## src/rtl/uart_receiver.sv

```systemverilog
// UART receive stage: 2-flop synchronised serial input, 16x oversampled centre sampling,
// DBIT data bits LSB-first, optional parity, one stop bit; one-clk done pulse with error flags.
module uart_receiver #(
  parameter int unsigned DBIT = 8,
  parameter int unsigned OVS  = 16
) (
  input  logic            clk,
  input  logic            rst_n,
  input  logic            s_tick,
  input  logic            rx,
  input  logic            parity_en,
  input  logic            parity_mode,
  output logic [DBIT-1:0] data_rx,
  output logic            rx_done_tick,
  output logic            parity_err,
  output logic            frame_err,
  output logic            busy
);

  localparam int unsigned SW = (OVS > 2) ? $clog2(OVS) : 1;
  localparam int unsigned NW = (DBIT > 1) ? $clog2(DBIT) : 1;
  localparam logic [SW-1:0] S_MID  = SW'(OVS / 2 - 1);
  localparam logic [SW-1:0] S_END  = SW'(OVS - 1);
  localparam logic [NW-1:0] N_LAST = NW'(DBIT - 1);

  typedef enum logic [2:0] {
    IDLE,
    START,
    DATA,
    PARITY,
    STOP
  } state_t;

  state_t          state_q;
  logic [SW-1:0]   s_q;
  logic [NW-1:0]   n_q;
  logic [DBIT-1:0] sh_q;
  logic            p_q;
  logic            rx_meta_q;
  logic            rx_s_q;

  always_ff @(posedge clk or negedge rst_n) begin
    if (!rst_n) begin
      rx_meta_q <= 1'b1;
      rx_s_q    <= 1'b1;
    end else begin
      rx_meta_q <= rx;
      rx_s_q    <= rx_meta_q;
    end
  end

  always_ff @(posedge clk or negedge rst_n) begin
    if (!rst_n) begin
      state_q      <= IDLE;
      s_q          <= '0;
      n_q          <= '0;
      sh_q         <= '0;
      p_q          <= 1'b0;
      data_rx      <= '0;
      rx_done_tick <= 1'b0;
      parity_err   <= 1'b0;
      frame_err    <= 1'b0;
    end else begin
      rx_done_tick <= 1'b0;
      unique case (state_q)
        IDLE: begin
          // Start-edge detection runs every clk so back-to-back frames lose nothing.
          if (!rx_s_q) begin
            state_q <= START;
            s_q     <= '0;
          end
        end
        START: begin
          if (s_tick) begin
            if (s_q == S_MID) begin
              if (!rx_s_q) begin
                state_q <= DATA;
                s_q     <= '0;
                n_q     <= '0;
              end else begin
                state_q <= IDLE;
              end
            end else begin
              s_q <= s_q + 1'b1;
            end
          end
        end
        DATA: begin
          if (s_tick) begin
            if (s_q == S_END) begin
              sh_q <= {rx_s_q, sh_q[DBIT-1:1]};
              s_q  <= '0;
              if (n_q == N_LAST) begin
                state_q <= parity_en ? PARITY : STOP;
              end else begin
                n_q <= n_q + 1'b1;
              end
            end else begin
              s_q <= s_q + 1'b1;
            end
          end
        end
        PARITY: begin
          if (s_tick) begin
            if (s_q == S_END) begin
              p_q     <= rx_s_q;
              s_q     <= '0;
              state_q <= STOP;
            end else begin
              s_q <= s_q + 1'b1;
            end
          end
        end
        STOP: begin
          if (s_tick) begin
            if (s_q == S_END) begin
              state_q      <= IDLE;
              s_q          <= '0;
              data_rx      <= sh_q;
              frame_err    <= ~rx_s_q;
              parity_err   <= parity_en & (p_q != (parity_mode ? ^sh_q : ~^sh_q));
              rx_done_tick <= 1'b1;
            end else begin
              s_q <= s_q + 1'b1;
            end
          end
        end
        default: state_q <= IDLE;
      endcase
    end
  end

  assign busy = (state_q != IDLE);

endmodule

```

## config.mk

```make
export PLATFORM = sky130hd
export DESIGN_NAME = uart_receiver
export DESIGN_NICKNAME = d
export VERILOG_FILES = /design/src/rtl/uart_receiver.sv
export SDC_FILE = /design/constraint.sdc
export NUM_CORES = 1
export LEC_CHECK = 0
export ABC_AREA = 1
export BUFFER_PORTS_ARGS = -buffer_cell sky130_fd_sc_hd__clkbuf_2
export CAP_MARGIN = 20
export CORE_MARGIN = 3
export CORE_UTILIZATION = 26
export CTS_CLUSTER_DIAMETER = 60
export DETAILED_ROUTE_END_ITERATION = 7
export PLACE_DENSITY = 0.51
export SLEW_MARGIN = 20
export SYNTH_ARGS = -nofsm -noshare
export SYNTH_HDL_FRONTEND = slang
export SYNTH_SLANG_ARGS = --single-unit
```

## constraint.sdc

```tcl
create_clock -name clk -period 2 [get_ports clk]
set_input_delay 0 -clock clk [delete_from_list [all_inputs] [get_ports clk]]
set_output_delay 0 -clock clk [all_outputs]
set_load 0.05 [all_outputs]
```

* Word level (Yosys, flattened, before mapping)
Cells that the tools add are included.
** Operators by class
- $add $sub $neg :: 2
- Bitwise operators :: 2
- Equality and inequality tests :: 21
- Multiplexer cells :: 30
- Reductions and logical operators :: 13
** Operator list (count)
- 3-bit 2-to-1 mux :: 17
- 2-bit != test, second input constant :: 12
- 4-bit 2-to-1 mux :: 5
- 3-bit one-hot mux with 5 select lines :: 1
- 4-bit one-hot mux with 3 select lines :: 1
- 3-bit AND reduction :: 4
- 10-bit AND reduction :: 1
- 8-bit XNOR reduction :: 1
- 8-bit parity :: 1
- 7-bit AND reduction :: 1
- 3-bit by 2-bit equality test with 1-bit output, second input constant :: 2
- 3-bit equality test, second input constant :: 2
- 3-bit one-hot mux with 2 select lines :: 1
- 3-bit nonzero test :: 2
- 4-bit by 1-bit adder with 4-bit output, second input constant :: 1
- 4-bit by 3-bit equality test with 1-bit output, second input constant :: 1
- 4-bit equality test, second input constant :: 1
- 1-bit 2-to-1 mux :: 4
- 3-bit by 1-bit adder with 3-bit output, second input constant :: 1
- 3-bit by 1-bit equality test with 1-bit output, second input constant :: 1
- 3-bit logical NOT :: 1
- 3-bit OR reduction :: 1
- 2-bit 2-to-1 mux :: 1
- 2-bit by 1-bit != test with 1-bit output, second input constant :: 1
- 4 further kinds :: 4
** Word-level totals
- Input port bits :: 6
- Bits in registers :: 32
- Logic and storage cells :: 79

* Longest topological paths before layout
- Depth in word-level cells :: 5
- Gate-level depth with buffers :: 11

* Least setup slack after synthesis
Ideal clock, no wire load.
- Path kind :: reg-to-reg
- Start point :: reg s_q[0]
- End point :: reg state_q[2]
- Clock period less this slack :: 1.365 ns
- Path buffers :: 0
- Slack :: 0.635 ns
- Arrival :: 1.242 ns
- Stages on the path, launching flop included :: 9
- Setup time :: 0.123 ns
- Cells stage by stage :: dfrtp_1 > ha_1 > nand2_2 > nor2_4 > nand2_4 > o21ai_1 > nand3_2 > nand2_1 > o21ai_1
** Between the ends
- Longest elaborated chain between the ends :: 3
** RTL lines
- start, declared :: line 35 : logic [SW-1:0] s_q;
- start signal, assigned :: line 84 : s_q <= s_q + 1'b1;
- start signal, assigned :: line 99 : s_q <= s_q + 1'b1;
- start signal, assigned :: line 110 : s_q <= s_q + 1'b1;
- 4-bit equality test / 4-bit by 3-bit equality test with 1-bit output (equally long branches)
- 2-bit != test (no line)
- 10-bit AND reduction (no line) *
- end signal, assigned :: line 94 : state_q <= parity_en ? PARITY : STOP;
- end, declared :: line 34 : state_t state_q;
Every way passes the cells marked *; elsewhere a longest branch is shown, timed or not.
A chain may end at the register's enable or synchronous reset.

* Worst setup path after layout
- Start point :: reg s_q[0]
- End point :: reg n_q[0]
** Between the ends
- Longest elaborated chain between the ends :: 3
** RTL lines
- 4-bit equality test / 4-bit by 3-bit equality test with 1-bit output (equally long branches) :: line 90, 75
- 2-bit != test (no line)
- 7-bit AND reduction (no line) *
- end signal, assigned :: line 96 : n_q <= n_q + 1'b1;
- end, declared :: line 36 : logic [NW-1:0] n_q;
Marked as above.

==> qor.csv <==
metric,value,unit
IO Pins,18,
fin cells,304,
worst hold path type,in2reg,
"Seq/Total Area, Yosys",0.4853,
Setup CP Type,reg2reg,
"commonest non-fill, non-tap cell in the layout",nand2_1,
worst-skew pair later-pin latency,0.28,ns
detailed-route via count,1268,
Area contributors post-synth,"dfrtp_1 (45%), nand2_1 (15%), inv_1 (5.7%)",
starting density of the core,0.2747,
Worst Max-Slew Pin Slew,0.7940,ns
GRT overflow,0,
Slew HR,0.4707,
DIE AREA,7360,um2
setup ws final,0.4646,ns
Core Region,6026,um2
GRT Total Usage,0.09334,
synth warn,0,
initial antenna violation count,0,
share of the synthesized area in the top cell type,0.4535,
leading area contributor after synthesis,dfrtp_1,
"Critical Path, Cell by Cell",ha_1 -> nand2_2 -> nor2_4 -> nand2_4 -> nor2_4 -> nand2_1 -> o21ai_2,
Post-Place Worst Slack,0.4635,ns
final cycle utilization of the critical path,0.7677,
worst-case clock buffer depth,2,
met2 Track Usage GR,0.1243,
Pwr Density,983.6,nW/um2
clk sinks,32,
max-cap violation count,0,
syn_nets,214,
clock skew,0.006656,ns
#FFs+latches synth,32,
vias in the first global route,1164,
layout cells sized above 1,0.2183,
layout net count,237,
Root Driver,clkbuf_8,
Final Critical Period,1.535,ns
Detailed Route WL,3.107,mm
Die W,85.79,um
Synth cell types,24,
gr busiest metal,met1,
fill count,669,
Max Clock Freq,651.3,MHz
CP Launch Type,register,
final hold slack,0.04699,ns
reg2reg path depth,7,
Crit. End Element,register,
routability cong.,0.7378,
CP max-delay cell,dfrtp_1,
outcome,finished clean,
CP most frequent cell,nor2_4,
number of CTS-inserted buffers,5,
"delay-heaviest family, CP",simple AND/OR/NAND/NOR gates,
RSZ-0062 raised after global routing,false,
placed instance count,294,
Post-route DRC,0,
Critical Path AT,1.75,ns
M3 GR Usage,0.02786,
Mapped Cells,205,
pin count of the biggest net entering global routing,33,
Max VDD drop,0.4331,mV
LEAKAGE,0.9951,nW
crit path max fanout,19,
WP data required,2.21,ns
"Core Util, Final",0.3164,
starting DRC count in detailed routing,54,
Area growth syn-to-layout,15.19,%
Max Transition Viols Final,0,
Critical Path Max Stage Delay,0.39,ns
final hold viol count,0,
hold buffer count at CTS,2,
CTS tree,built,
Routed wire per std cell,10.22,um
Worst Path Buf+Inv,0,
most frequent cells in the layout,"nand2_1 (67), dfrtp_1 (30), inv_1 (25), clkbuf_2 (17), o21ai_1 (14)",
TNS Setup,0,ns
met1 Track Usage GR,0.1348,
H-Tree Depth,2,
Critical Path Stages,7,
post-DR vias/cell,4.171,
hpwl dp,2.298,mm
global-route wire length before repair,5.451,mm
Hold Path Cell Cnt,3,
final setup violation count,0,
post-route ant nets,0,
post_cts resized,0,
DR pass1 iterations,4,
"Avg Cell Area, Syn",8.075,um2
Syn Std Cell Area,1655,um2
port buffer count,17,
row count,28,
clk slew on worst S/H paths,0.06,ns
# diodes,0,
Die Height,85.79,um
"Setup Fix Bufs, Post-CTS",0,
-- cells by family (layout without fill, tap and decap cells) --
family                   after synthesis  after routing  synth area share
adder cells (fa/ha/maj)                3              3           0.02268
AND/OR/NAND/NOR                       99             99            0.2714
AO/OA/AOI/OAI                         36             36            0.1255
XOR/XNOR                               2              2           0.01058
buffers and inverters                 33             57           0.08465
flip-flops                            32             32            0.4853
-- registers in the layout (all words and copies together), names as in the netlist, 3 cells and up --
name / cells
s_q: 4
state_q: 3
data_rx: 8
n_q: 3
sh_q: 8
-- final timing paths --
check                                    endpoint  slack, ns           startpoint
setup / recovery               n_q[0]$_DFFE_PN0P_       0.46   s_q[0]$_DFFE_PN0P_
hold / removal             rx_done_tick$_DFF_PN0_       0.05               s_tick
setup reg to reg               n_q[0]$_DFFE_PN0P_       0.46   s_q[0]$_DFFE_PN0P_
hold reg to reg                  rx_s_q$_DFF_PN1_       0.35  rx_meta_q$_DFF_PN1_
max in group asynchronous      s_q[1]$_DFFE_PN0P_       1.16                rst_n
min in group asynchronous  data_rx[3]$_DFFE_PN0P_       0.34                rst_n
-- power breakdown --
part	switching, mW	internal (mW)
clock network	0.217	0.247
logic	0.424	0.192
registers	0.0781	0.717
total	0.719	1.16
-- worst reg2reg max path, stage by stage (launching register included) --
cell	delay, ns
dfrtp_1	0.39
ha_1	0.20
nand2_2	0.09
nor2_4	0.13
nand2_4	0.09
nor2_4	0.34
nand2_1	0.12
o21ai_2	0.11
-- cell usage after synthesis, drive strengths merged --
master  instances
nand2          72
dfrtp          30
inv            30
o21ai          30
nor2           18
nand3           8
a21oi           5
buf             3
ha              3
dfstp           2
nand4           1
o22ai           1
xnor2           1
xor2            1
-- per-stage QoR --
step	power (mW)	instance area, um2
after floorplan	1.286	1655
after CTS	1.912	1907
final	1.876	1907
after global routing	2.035	1907
after detailed placement	1.426	1807
after global placement	1.430	1807
-- per-layer routing --
layer  up-vias  part of all wire  wire length, um
li1        687                 -                -
met1       560              0.55             1700
met2        17              0.39             1214
met3         4             0.042              130
met4         0             0.020               61
met5         -                 0                0
-- layout make-up --
| class | count | area, um2 | area share |
|---|---|---|---|
| clock buffer | 8 | 80.08 | 0.04199 |
| inverter | 30 | 112.6 | 0.05906 |
| multi-input combinational | 140 | 711.9 | 0.3734 |
| sequential | 32 | 803.3 | 0.4213 |
| tap | 75 | 93.84 | 0.04921 |
| timing repair buffer | 19 | 105.1 | 0.05512 |
Note: power is estimated with default switching activity, not from simulation.
